<file path="src/rtl/boot_seq_pkg.sv">
// Shared types for the boot sequencer: FSM state encoding, restart-cause codes and
// small counter helpers.
package boot_seq_pkg;

    typedef enum logic [1:0] {
        StWaitLock = 2'd0,
        StStretch  = 2'd1,
        StRun      = 2'd2,
        StHalt     = 2'd3
    } state_e;

    localparam logic [1:0] FAULT_NONE = 2'd0;
    localparam logic [1:0] FAULT_LOCK = 2'd1;
    localparam logic [1:0] FAULT_BTN  = 2'd2;
    localparam logic [1:0] FAULT_WDT  = 2'd3;

    // Bits needed to hold 0..v, never less than one.
    function automatic int unsigned cnt_width(input int unsigned v);
        return (v < 1) ? 1 : $clog2(v + 1);
    endfunction

    function automatic logic [7:0] sat_inc(input logic [7:0] v);
        return (v == 8'hFF) ? v : v + 8'd1;
    endfunction

endpackage

</file>
<file path="src/rtl/sync2.sv">
// Two-flop synchronizer for a single asynchronous level; RESET_VAL sets the level
// presented while reset is asserted.
module sync2 #(
    parameter logic RESET_VAL = 1'b0
) (
    input  logic clock,
    input  logic reset,
    input  logic d,
    output logic q
);

    logic meta;

    always_ff @(posedge clock or negedge reset) begin
        if (!reset) begin
            meta <= RESET_VAL;
            q    <= RESET_VAL;
        end else begin
            meta <= d;
            q    <= meta;
        end
    end

endmodule

</file>
<file path="src/rtl/boot_sequencer.sv">
// Core boot sequencer: waits for PLL lock and a released button, stretches core reset,
// then supervises RUN/HALT. Define BOOT_WDT_EN to add the kick-driven watchdog in RUN.
module boot_sequencer
    import boot_seq_pkg::*;
#(
    parameter int unsigned STRETCH_CYCLES  = 4194303,
    parameter int unsigned DEBOUNCE_CYCLES = 65535,
    parameter int unsigned WDT_CYCLES      = 67108863
) (
    input  logic       clock,
    input  logic       reset,
    input  logic       lock,
    input  logic       btn_n,
    input  logic       terminate,
    input  logic       kick,
    output logic       core_reset,
    output logic       running,
    output logic [1:0] fault,
    output logic [7:0] restart_count
);

    localparam int unsigned SW = cnt_width(STRETCH_CYCLES);
    localparam int unsigned DW = cnt_width(DEBOUNCE_CYCLES);
    localparam logic [SW-1:0] STRETCH_LOAD = SW'(STRETCH_CYCLES);
    localparam logic [DW-1:0] DEB_LAST     = DW'(DEBOUNCE_CYCLES - 1);

    logic lock_s, btn_s;

    sync2 #(.RESET_VAL(1'b0)) u_sync_lock (
        .clock (clock),
        .reset (reset),
        .d     (lock),
        .q     (lock_s)
    );

    sync2 #(.RESET_VAL(1'b1)) u_sync_btn (
        .clock (clock),
        .reset (reset),
        .d     (btn_n),
        .q     (btn_s)
    );

    // Debounced button level, 1 = released.
    logic          btn_deb_q;
    logic [DW-1:0] deb_cnt_q;

    always_ff @(posedge clock or negedge reset) begin
        if (!reset) begin
            btn_deb_q <= 1'b1;
            deb_cnt_q <= '0;
        end else if (btn_s == btn_deb_q) begin
            deb_cnt_q <= '0;
        end else if (deb_cnt_q == DEB_LAST) begin
            btn_deb_q <= btn_s;
            deb_cnt_q <= '0;
        end else begin
            deb_cnt_q <= deb_cnt_q + DW'(1);
        end
    end

    state_e        state_q, state_d;
    logic [SW-1:0] stretch_q, stretch_d;
    logic [1:0]    fault_q, fault_d;
    logic [7:0]    count_q, count_d;
    logic          core_reset_d, running_d;
    logic          wdt_expired;

`ifdef BOOT_WDT_EN
    localparam int unsigned WW = cnt_width(WDT_CYCLES);
    localparam logic [WW-1:0] WDT_LOAD = WW'(WDT_CYCLES);

    logic [WW-1:0] wdt_q, wdt_d;

    // Held at the load value outside RUN, so RUN always starts with a full timeout.
    always_comb begin
        wdt_d = wdt_q;
        if (state_q != StRun || kick) begin
            wdt_d = WDT_LOAD;
        end else if (wdt_q != '0) begin
            wdt_d = wdt_q - WW'(1);
        end
    end

    always_ff @(posedge clock or negedge reset) begin
        if (!reset) begin
            wdt_q <= '0;
        end else begin
            wdt_q <= wdt_d;
        end
    end

    assign wdt_expired = (wdt_q == '0);
`else
    localparam int unsigned unused_wdt_cycles = WDT_CYCLES;
    logic unused_kick;
    assign unused_kick = kick;
    assign wdt_expired = 1'b0;
`endif

    always_ff @(posedge clock or negedge reset) begin
        if (!reset) begin
            state_q    <= StWaitLock;
            stretch_q  <= '0;
            fault_q    <= FAULT_NONE;
            count_q    <= '0;
            core_reset <= 1'b1;
            running    <= 1'b0;
        end else begin
            state_q    <= state_d;
            stretch_q  <= stretch_d;
            fault_q    <= fault_d;
            count_q    <= count_d;
            core_reset <= core_reset_d;
            running    <= running_d;
        end
    end

    always_comb begin
        state_d   = state_q;
        stretch_d = stretch_q;
        fault_d   = fault_q;
        count_d   = count_q;
        case (state_q)
            StWaitLock: begin
                if (lock_s && btn_deb_q) begin
                    state_d   = StStretch;
                    stretch_d = STRETCH_LOAD;
                end
            end
            StStretch: begin
                if (!lock_s || !btn_deb_q) begin
                    state_d = StWaitLock;
                end else if (stretch_q == '0) begin
                    state_d = StRun;
                end else begin
                    stretch_d = stretch_q - SW'(1);
                end
            end
            StRun: begin
                // Priority: lock loss > button > watchdog > terminate.
                if (!lock_s) begin
                    state_d = StWaitLock;
                    fault_d = FAULT_LOCK;
                    count_d = sat_inc(count_q);
                end else if (!btn_deb_q) begin
                    state_d = StWaitLock;
                    fault_d = FAULT_BTN;
                    count_d = sat_inc(count_q);
                end else if (wdt_expired) begin
                    state_d = StWaitLock;
                    fault_d = FAULT_WDT;
                    count_d = sat_inc(count_q);
                end else if (terminate) begin
                    state_d = StHalt;
                end
            end
            StHalt: begin
                if (!lock_s) begin
                    state_d = StWaitLock;
                    fault_d = FAULT_LOCK;
                    count_d = sat_inc(count_q);
                end else if (!btn_deb_q) begin
                    state_d = StWaitLock;
                    fault_d = FAULT_BTN;
                    count_d = sat_inc(count_q);
                end
            end
            default: state_d = StWaitLock;
        endcase
    end

    always_comb begin
        core_reset_d = 1'b1;
        running_d    = 1'b0;
        if (state_q == StRun) begin
            core_reset_d = 1'b0;
            running_d    = 1'b1;
        end
    end

    assign fault         = fault_q;
    assign restart_count = count_q;

endmodule

</file>
<file path="config.mk">
export PLATFORM = sky130hd
export DESIGN_NAME = boot_sequencer
export DESIGN_NICKNAME = d
export VERILOG_FILES = /design/src/rtl/boot_seq_pkg.sv /design/src/rtl/sync2.sv /design/src/rtl/boot_sequencer.sv
export SDC_FILE = /design/constraint.sdc
export NUM_CORES = 1
export LEC_CHECK = 0
export ABC_CLOCK_PERIOD_IN_PS = 2420
export CAP_MARGIN = 10
export CORE_UTILIZATION = 50
export CTS_CLUSTER_DIAMETER = 120
export DETAILED_ROUTE_END_ITERATION = 10
export GPL_TIMING_DRIVEN = 1
export PLACE_DENSITY_LB_ADDON = 0.3
export SKIP_LAST_GASP = 1
export SYNTH_ARGS = -nofsm -noshare
export SYNTH_HDL_FRONTEND = slang
export SYNTH_SLANG_ARGS = --single-unit
export TNS_END_PERCENT = 50
</file>
<file path="constraint.sdc">
create_clock -name clock -period 2.42 [get_ports clock]
set_input_delay 0.484 -clock clock [delete_from_list [all_inputs] [get_ports clock]]
set_output_delay 0.484 -clock clock [all_outputs]
set_load 0.01 [all_outputs]
</file>
* Yosys cells after proc, flatten, opt, wreduce, memory -nomap -nowiden
Cells that the tools add are included.
Operators by class: bitwise logic cells 1, equality and inequality tests 13, add/sub/neg operators 3, reduce and logical (&&, ||, !) cells 12, muxes and demuxes 22
Operators by type and width (number):
- 22-bit 2-to-1 mux | 3
- 22-bit one-hot mux with 2 select lines | 1
- 16-bit 2-to-1 mux | 2
- 8-bit 2-to-1 mux | 3
- 22-bit zero test | 1
- 22-bit by 1-bit subtractor with 22-bit output, second input constant | 1
- 2-bit 2-to-1 mux | 10
- 16-bit by 1-bit adder with 16-bit output, second input constant | 1
- 16-bit == test, second input constant | 1
- 8-bit by 1-bit adder with 8-bit output, second input constant | 1
- 8-bit == test, second input constant | 1
- 2-bit inequality test, second input constant | 4
- 2-bit one-hot mux with 4 select lines | 1
- 4-bit AND reduction | 2
- 3-bit inequality test, second input constant | 2
- 2-bit == test, second input constant | 2
- 4-bit inequality test, second input constant | 1
- 2-bit AND reduction | 2
- 2-bit by 1-bit == test with 1-bit output, second input constant | 1
- 1-bit zero test | 2
- 2-bit zero test | 1
- 1-bit 2-to-1 mux | 2
- 2-bit nonzero test | 1
- 2-bit OR reduction | 1
- 4 further kinds | 4
Storage, ports and cells: input port bits 6, output and inout bits 12, flip-flop bits (word level) 57

* Logic depth before layout (Yosys ltp)
depth in word-level cells 4, depth in mapped cells 8, depth with buffers taken out 6

* Modules after synthesis
From an unflattened synthesis, not the netlist that was laid out.
Unflattened totals: cells, all modules 270, area, all modules 2783.9 µm²
By module, submodules not included:
- boot_sequencer | area an instance 2681.3 µm², sequential area each 1328.8 µm², cells each 266, times used 1
- sync2 at u_sync_btn | area an instance 52.6 µm², sequential area each 52.6 µm², cells each 2, times used 1
- sync2 at u_sync_lock | area an instance 50.0 µm², sequential area each 50.0 µm², cells each 2, times used 1

* Worst setup path before layout
OpenSTA, ideal clock, no wires.
path type register to register, start register stretch_q[16], end register stretch_q[19], path buffers 0, period minus slack after synthesis 1.937 ns, setup time 0.079 ns, slack 0.483 ns, stages on the path, launching flop included 5, data arrival time 1.858 ns, path through dfrtp_1 or4_4 or4b_4 a211oi_2 mux2i_1
On the way: longest elaborated chain between the ends 4
Ends and longest elaborated chain:
- from (decl) | RTL line boot_sequencer.sv:62 | logic [SW-1:0] stretch_q, stretch_d;
- from (signal assigned) | RTL line boot_sequencer.sv:110 | stretch_q <= stretch_d;
- 22-bit by 1-bit subtractor with 22-bit output | RTL line boot_sequencer.sv:136 | stretch_d = stretch_q - SW'(1);
- 22-bit 2-to-1 mux | RTL line boot_sequencer.sv:133 | end else if (stretch_q == '0) begin
- 22-bit 2-to-1 mux | RTL line boot_sequencer.sv:131 | if (!lock_s || !btn_deb_q) begin
- 22-bit one-hot mux with 2 select lines | RTL line boot_sequencer.sv:123 | case (state_q)
Several ways; a longest one is shown, not always the timed one. The select of a mux whose other input is x is not followed. A chain may end at the register's enable or synchronous reset.

* Final worst setup path
start register stretch_q[1], end register stretch_q[16]
Same word-level chain as after synthesis.

==> flow_summary.toml <==
[cells_and_area]
final_cells = 395
finalNetCount = 328
layout-drive-gt1-share_pct = 14.2
antenna_cells = 0
area_delta_synth_final_pct = 17.4
final_cell_area_um2 = 3410

[critical_path]
cp-start-kind = "register"
crit_path_top_delay_cell = "dfrtp_1"
critical_path.cell_chain = "inv_1 > ha_1 > nor3b_1 > nand3_1 > buf_4 > a211o_1 > a211o_2"
crit_type = "register to register"
path_delay_family = "simple AND/OR/NAND/NOR gates"
critPathMaxStageDelay_ns = 0.40
required_ns = 2.64
critical_path_peak_fanout = 6
crit_arrival_ns = 2.41
critPathBufInv = 2
worstSetupEndpointType = "register"

[cts]
clk_latency_ns = 0.34
htree_num_levels = 3
cts_root_buffer = "clkbuf_8"
cts_buffer_depth = 2
cts_tree = "built"
cts_buffers = 9
cts_hold_buf = 0
clock_sinks = 57
clk_pin_slew_ns = 0.07
post-cts-setup-buffers = 0

[floorplan]
die_w_um = 78.2
die-area_um2 = 6110
die_h_um = 78.2
io-pin-count = 18
core_area_um2 = 5540
start_util_pct = 52.4
num_rows = 27

[drt]
routed_wl_mm = 5.74
wl_per_cell_um = 14.5
drc = 0
postRouteAntennaNets = 0
dr_total_vias = 2240
dr.pass1.iters = 4
drtIter0Drc = 135
avgViaCountPerCell = 5.67

[synth]
synth_edf_count = 0
yosysWarnings = 0
synth_top_area_share_pct = 45.7
netlist_area_um2 = 2900
yosysSeqAreaShare_pct = 49.3
synth.net_count = 299
synth_common_cells = "53 x dfrtp_1, 38 x nor2_1, 21 x nand2_1"
yosys_register_bits = 57
yosys.area.top_type = "dfrtp_1"
avgSynthCellArea_um2 = 10.0
yosys.cell_types.count = 49
synth_area_leaders = "dfrtp_1 46%, mux2i_1 5.9%, nor2_1 4.9%"
synthFlopType = "dfrtp_1"
synthArstFlopShare_pct = 100
syn_inst = 289
yosysMostFrequentCell = "dfrtp_1"

[pwr]
ir_drop_uv = 386
total_power_mw = 1.92
p_leak_nw = 1.46
p_per_area_nw_per_um2 = 564

[timing]
period_needed_ns = 2.19
whs_ns = 0.247
worst_pin_slew_ns = 0.840
relSlewSlack_pct = 44.0
slew_viol_final = 0
fmax_ghz = 0.457
final_hold_viol_count = 0
setup_viol = 0
clock_skew_ns = 0.00711
grt_setup_unrepaired = "true"
final_min_period_over_clock_period_pct = 90.4

[global_routing]
grt_pass1_vias = 2172
antenna_found_initial = 0
grt_usage_pct = 21.5
grt_overflow_total = 0
grt_pass1_wl_mm = 10.0
grt_max_degree = 40

[min_path]
hp-class = "input port to async pin"

[placement]
place.gp.congestion = 0.805
place_inst = 379
placed_area_um2 = 3200
dpl.hpwl_mm = 3.81
port_buffers = 16

[job]
max_cap_violations = 0

[run_status]
status = "finished clean"
==> placed cells by master (no fill, tap or decap), types with 2 or more instances in the layout <==
cell type	instances
o31ai_1	3
o22a_1	2
a2111oi_0	5
nor2_1	37
dfstp_2	4
ha_1	4
nand3_1	10
a311oi_1	2
or3_1	3
or2_2	2
and4_1	2
inv_1	7
a21oi_1	10
o21ai_0	4
clkbuf_8	11
nor3_1	9
clkdlybuf4s50_1	15
dfrtp_1	53
nor4_1	5
nand4_1	9
nand2_1	21
and2_1	2
buf_4	13
nand3b_1	2
or4_1	3
xor2_1	11
a211oi_1	4
a211o_2	2
nor2b_1	16
mux2i_1	17
xnor2_1	8
==> sequential cells by signal, summed over array words and instances, names as in the netlist <==
name              count
btn_deb_q             1
core_reset            1
deb_cnt_q            16
fault                 2
restart_count         8
running               1
state_q               2
stretch_q            22
u_sync_btn.meta       1
u_sync_btn.q          1
u_sync_lock.meta      1
u_sync_lock.q         1
==> where the power goes <==
part | total, mW | leakage (nW) | internal (mW) | switching (mW)
combinational | 0.0405 | 0.579 | 0.0126 | 0.0279
clock | 0.915 | 0.103 | 0.532 | 0.383
sequential | 0.969 | 0.775 | 0.962 | 0.00685
total | 1.92 | 1.46 | 1.51 | 0.418
==> cell families (layout without fill, tap and decap cells) <==
| logic type | after synthesis | count (layout) | synth area share (%) |
|---|---|---|---|
| compound gates | 41 | 41 | 10.5 |
| simple gates | 132 | 132 | 23.9 |
| buf+inv | 18 | 52 | 2.59 |
| flops | 57 | 57 | 49.3 |
| fa+ha+maj | 4 | 4 | 1.72 |
| xor+xnor | 19 | 19 | 5.73 |
| mux | 18 | 18 | 6.25 |
==> stage by stage <==
stage / utilization [%] / setup slack, ns / setup TNS, ns
finish: 61.5 / 0.232 / 0
CTS: 61.5 / 0.175 / 0
global placement: 57.7 / 0.276 / 0
floorplan: - / 0.483 / 0
global route: 61.5 / -0.0153 / -0.0290
detailed placement: 57.7 / 0.241 / 0
==> area by class of cell <==
class / count / area, um^2
Clock buffer: 12 / 155
Clock inverter: 4 / 51.3
Fill cell: 471 / 2130
Inverter: 7 / 26.3
Multi-Input combinational cell: 214 / 1400
Sequential cell: 57 / 1430
Tap cell: 72 / 90.1
Timing Repair Buffer: 29 / 253
==> layer usage <==
metal	vias up	part of all wire, %	track usage [%]
li1	1096	-	-
met1	1099	47	28.2
met2	35	47	33.3
met3	10	3.2	6.28
met4	0	1.8	8.89
met5	-	0	0
==> worst paths after layout <==
kind,start,end,slack [ns],cells past startpoint
worst max-delay path,stretch_q[1],stretch_q[16],0.23,7
worst min register to register,u_sync_btn.meta,u_sync_btn.q,0.36,0
max in group asynchronous,reset,stretch_q[8],1.48,2
worst min-delay path,reset,deb_cnt_q[6],0.25,1
worst max register to register,stretch_q[1],stretch_q[16],0.23,7
min in group clock,u_sync_btn.meta,u_sync_btn.q,0.36,0
==> what timing repair did <==
item | 4_1_cts | 5_1_grt
hold endpoints to repair | 0 | 0
gates resized for setup | 0 | 2
endpoints found under the setup margin | 0 | 4
Note: power is estimated with default switching activity, not from simulation.
==> variant 1 (config.mk and constraints unchanged) <==
The option `BOOT_WDT_EN` is turned on by a define.
--- a/src/rtl/boot_sequencer.sv
+++ b/src/rtl/boot_sequencer.sv
@@ -1,4 +1,6 @@
 // Core boot sequencer: waits for PLL lock and a released button, stretches core reset,
 // then supervises RUN/HALT. Define BOOT_WDT_EN to add the kick-driven watchdog in RUN.
+`define BOOT_WDT_EN
+
 module boot_sequencer
     import boot_seq_pkg::*;
Formal check against the unedited RTL: no difference found for any inputs over 10 cycles, from zero or initial values and one cycle with reset low; that may be too few to reach the edited logic, so the function may still have changed.
==> variant 1 against the original RTL <==
- setup slack got worse by 0.16 ns
- routed wire length rose by 62%
- total power rose by 35%
- sequential cell count rose by 26
- global-route usage rose by 1.6 points
- final area rose by 50%
- synthesized area rose by 51%
- clock power rose by 26%
- via count rose by 61%
- largest cell class is now multi-input gates
- highest routed layer unchanged
==> variant 1: results (changes against the original RTL) <==
* Met2 WL at 4.543 mm (+67%)
* Compound-Gate Fraction of Synth Area at 0.1112 (+0.006034)
* H-tree depth at 3 (unchanged)
* List of most frequent post-synthesis cells: dfrtp_1, nand2_1, nor2_1, nand3_1
* Syn Nets at 468 (+57%)
* Largest regs: wdt_q x26, stretch_q x22, deb_cnt_q x16
* P_leak at 2.091 nW (+44%)
* Highest Signal Layer: met4
* Largest cells by area after synthesis: dfrtp_1, xor2_1, nand2_1
* Met1 usage at 0.3069 (+0.02505)
* Via count at 3616 (+61%)
* Worst VDD drop at 0.0003933 V (+2.0%)
* Post-Synth Adder-Cell Area at 0.01711 (-0.0001327)
* Iter 0 DRT Violations at 176 (+30%)
* Fraction of layout cells with a size suffix above 1 at 0.1624 (+0.01996)
* Final Skew at 0.008048 ns (+0.0009420 ns)
* Largest net degree at the start of global routing at 51 (+28%)
* Post-route non-filler standard cell count at 610 (+54%)
* TritonRoute pass-1 iters at 5 (+1)
* First-pass GRT wire length at 16.26 mm (+62%)
* Post-synthesis mux area share at 0.01426 (-0.04824)
* Metal3 WL at 284 um (+54%)
* Number of synthesis warnings at 0 (unchanged)
* Final nets at 512 (+56%)
* GR Util met2 at 0.3762 (+0.04286)
* Vias in the first global route at 3462 (+59%)
* Sequential area share after synthesis at 0.4745 (-0.01862)
* DPL Wire Length at 6.509 mm (+71%)
* WL met1 at 4.314 mm (+58%)
* Overall Global Routing Usage at 0.2310 (+0.01585)
* Xor/xnor cell area share of the yosys netlist at 0.06786 (+0.01054)
* DP Area at 0.004868 sq mm (+52%)
* WP data arrival at 2.65 ns (+0.24 ns)
* Worst slew pin tran at 0.5476 ns (-0.2927 ns)
* Total CTS buffers at 9 (unchanged)
* Met3 GRT Util at 0.04386 (-0.01893)
* Synth cell types at 54 (+10%)
* Routability cong. at 0.8686 (+7.9%)
* Clock-pin slew on the worst setup and hold paths at 0.08 ns
* Avg WL per Cell at 15.27 um (+5.2%)
* Synth Instances at 456 (+58%)
* Placed Instances at 594 (+57%)
* Number of port buffers at 17 (+1)
* Status: finished, final reports clean
* Initial antenna violation count at 0 (unchanged)
* Crit Path Max Fanout at 5 (-1)
## variant 1: worst paths after layout
path,startpoint,end,slack (ns),cells after the start
max in group asynchronous,reset,u_sync_btn.meta,1.69,2
min in group clock,u_sync_btn.meta,u_sync_btn.q,0.36,0
max,wdt_q[15],wdt_q[23],0.07,5
max reg2reg,wdt_q[15],wdt_q[23],0.07,5
min,reset,wdt_q[18],0.06,1
min reg2reg,u_sync_btn.meta,u_sync_btn.q,0.36,0
## variant 1: power breakdown
group | total, mW | internal [mW] | switching (mW) | leakage, nW
Combinational | 0.0496 | 0.0146 | 0.0350 | 0.976
Clock | 1.15 | 0.641 | 0.510 | 0.112
Sequential | 1.40 | 1.39 | 0.00750 | 1.00
Total | 2.60 | 2.05 | 0.552 | 2.09
## variant 1: layout make-up
class	count	area [sq um]
clock buffer	11	151.4
tap	105	131.4
sequential	83	2082
inverter	17	63.81
clock inverter	5	83.83
fill	707	3227
multi-input combinational	338	2166
timing repair buffer	51	435.4
## variant 1: timing repair
| item | in CTS | in global routing |
|---|---|---|
| buffers inserted | 0 | 0 |
| endpoints found under the setup margin | 2 | 3 |
| gates resized for setup | 1 | 1 |
| hold buffers | 0 | 0 |
## variant 1: metrics by stage
step / setup TNS, ns / setup WS (ns) / utilization
final: 0 / 0.06886 / 0.6131
after floorplan: 0 / 0.08594 / -
after global placement: 0 / 0.1027 / 0.5837
after detailed placement: 0 / 0.02474 / 0.5837
after global routing: -0.02914 / -0.02779 / 0.6131
after CTS: 0 / 0.05030 / 0.6127
## variant 1: worst max-delay path, cell delays in order, from the launching register on
cell and delay, ns:
dfrtp_1 0.44, or3_4 0.42, or4_4 0.44, or4_4 0.44, or4_1 0.47, nand3_1 0.09
==> variant 2 (same settings) <==
Made on the original files. Register the inputs `lock`, `btn_n` and `terminate` before use. The logic sees them one clock later. The other inputs are not delayed to match.
--- a/src/rtl/boot_sequencer.sv
+++ b/src/rtl/boot_sequencer.sv
@@ -25,4 +25,14 @@
     localparam logic [DW-1:0] DEB_LAST     = DW'(DEBOUNCE_CYCLES - 1);
 
+    logic lock_q;
+    logic btn_n_q;
+    logic terminate_q;
+
+    always_ff @(posedge clock) begin
+        lock_q      <= lock;
+        btn_n_q     <= btn_n;
+        terminate_q <= terminate;
+    end
+
     logic lock_s, btn_s;
 
@@ -30,5 +40,5 @@
         .clock (clock),
         .reset (reset),
-        .d     (lock),
+        .d     (lock_q),
         .q     (lock_s)
     );
@@ -37,5 +47,5 @@
         .clock (clock),
         .reset (reset),
-        .d     (btn_n),
+        .d     (btn_n_q),
         .q     (btn_s)
     );
@@ -151,5 +161,5 @@
                     fault_d = FAULT_WDT;
                     count_d = sat_inc(count_q);
-                end else if (terminate) begin
+                end else if (terminate_q) begin
                     state_d = StHalt;
                 end
Function: same outputs for any inputs over 10 cycles, from zero or initial values and one cycle with reset low; that may be too few to reach the edited logic, so the function may still have changed.
==> variant 2 against the original RTL <==
- routed wire length rose by 12%
- synthesized area up 8.2%
- largest power group is now the clock network
- utilization shrank 0.74 points
- clock power up 21%
- setup slack better by 0.081 ns
- final area grew 6.8%
- total power grew 13%
- sequential cell count increased by 3
==> variant 2: results (changes against the original RTL) <==
* Syn Nets at 318 (+6.4%)
* Met2 WL at 2.870 mm (+5.4%)
* Pwr per Cell Area at 598.2 mW/mm^2 (+6.0%)
* Post-synthesis mux area share at 0.04223 (-0.02027)
* Initial antenna violation count at 0 (unchanged)
* Syn avg cell area at 10.20 sq um (+1.5%)
* CP max-delay cell: nor4_4
* Ys async rst share at 0.9500 (-0.05000)
* Fill cell count at 487 (+3.4%)
* End of the critical path: stretch_q[14]
* Compound-Gate Fraction of Synth Area at 0.1076 (+0.002397)
* Iter 0 DRT Violations at 253 (+87%)
* P_leak at 1.593 nW (+9.3%)
* Overall Global Routing Usage at 0.2223 (+0.007189)
* Largest cells by area after synthesis: dfrtp_1, nor2_1, xor2_1
* Xor/xnor cell area share of the yosys netlist at 0.05578 (-0.001551)
* Pre-CTS setup slack at 0.3715 ns (+0.1309 ns)
* Clock buffer depth at 2 (unchanged)
* WL met1 at 3.194 mm (+17%)
* Synth cell types at 59 (+20%)
* Largest net degree at the start of global routing at 36 (-10%)
* Total wire length at 6.448 mm (+12%)
* Worst slew pin tran at 0.6612 ns (-0.1791 ns)
* Fraction of layout cells with a size suffix above 1 at 0.1339 (-0.008486)
* Total CTS buffers at 9 (unchanged)
* GR Util met2 at 0.3252 (-0.008123)
* Sequential area share after synthesis at 0.4749 (-0.01820)
* Status: finished, final reports clean
* Seq power at 1.02 mW (+5%)
* Placed Instances at 395 (+4.2%)
* Crit Path Max Fanout at 10 (+4)
* DP Area at 0.003393 sq mm (+6.1%)
* CTS resizes at 0 (unchanged)
* R2R depth at 4 (-3)
* Final nets at 341 (+4.0%)
* Critical Path Max Stage Delay at 0.58 ns (+0.18 ns)
* Met1 usage at 0.3218 (+0.03995)
* Worst VDD drop at 0.0004537 V (+18%)
* Number of synthesis warnings at 0 (unchanged)
* Reg2reg setup slack at 0.31 ns (+0.08 ns)
* Final Skew at 0.008292 ns (+0.001187 ns)
* Switch Pwr at 0.4595 mW (+10%)
* Routability cong. at 0.8039 (-0.16%)
* Vias in the first global route at 2240 (+3.1%)
* H-tree depth at 3 (unchanged)
* Reg2reg start: stretch_q[5]
* Hold Crit Class: input pin to async pin
* WP data arrival at 2.35 ns (-0.06 ns)
* TritonRoute pass-1 iters at 4 (unchanged)
* First-pass GRT wire length at 10.92 mm (+8.7%)
* P_comb at 0.0438 mW (+8.1%)
* Post-Synth Adder-Cell Area at 0.01594 (-0.001305)
* Met3 GRT Util at 0.03371 (-0.02908)
* Setup bufs post-CTS at 0 (unchanged)
* Avg WL per Cell at 15.69 um (+8.0%)
* List of most frequent post-synthesis cells: dfrtp_1, nor2_1, nand2_1
* DPL Wire Length at 4.365 mm (+15%)
* Via count at 2373 (+5.9%)
* F_max at 474.6 MHz (+3.8%)
* Metal3 WL at 270 um (+46%)
[variant 2: cell types whose count changed after synthesis, sizes merged, moves of 4 or more]
cell and change:
mux2i -6, inv +4, nand3 +5, nand2 -4
a2111oi -5, nand4 +5, nor2 +4, o41ai +4
and3 +4, and2 +10, nor2b -16
[variant 2: cell type report]
class,instances,area (sq um),area share
Tap cell,75,93.84,0.02577
Inverter,11,41.29,0.01134
Clock inverter,7,123.9,0.03402
Sequential cell,60,1491,0.4096
Timing Repair Buffer,24,227.7,0.06254
Multi-Input combinational cell,225,1539,0.4227
Clock buffer,9,123.9,0.03402
[variant 2: how the worst min path moves through the flow]
stage	to	from	cells after the start	slack, ns
6_report	stretch_q[18]	reset	1	0.13
5_1_grt	stretch_q[18]	reset	1	0.18
4_1_cts	stretch_q[18]	reset	1	0.14
3_5_place_dp	u_sync_btn.meta	btn_n_q	0	0.31
3_3_place_gp	u_sync_btn.meta	btn_n_q	0	0.31
2_1_floorplan	deb_cnt_q[0]	reset	0	0.19
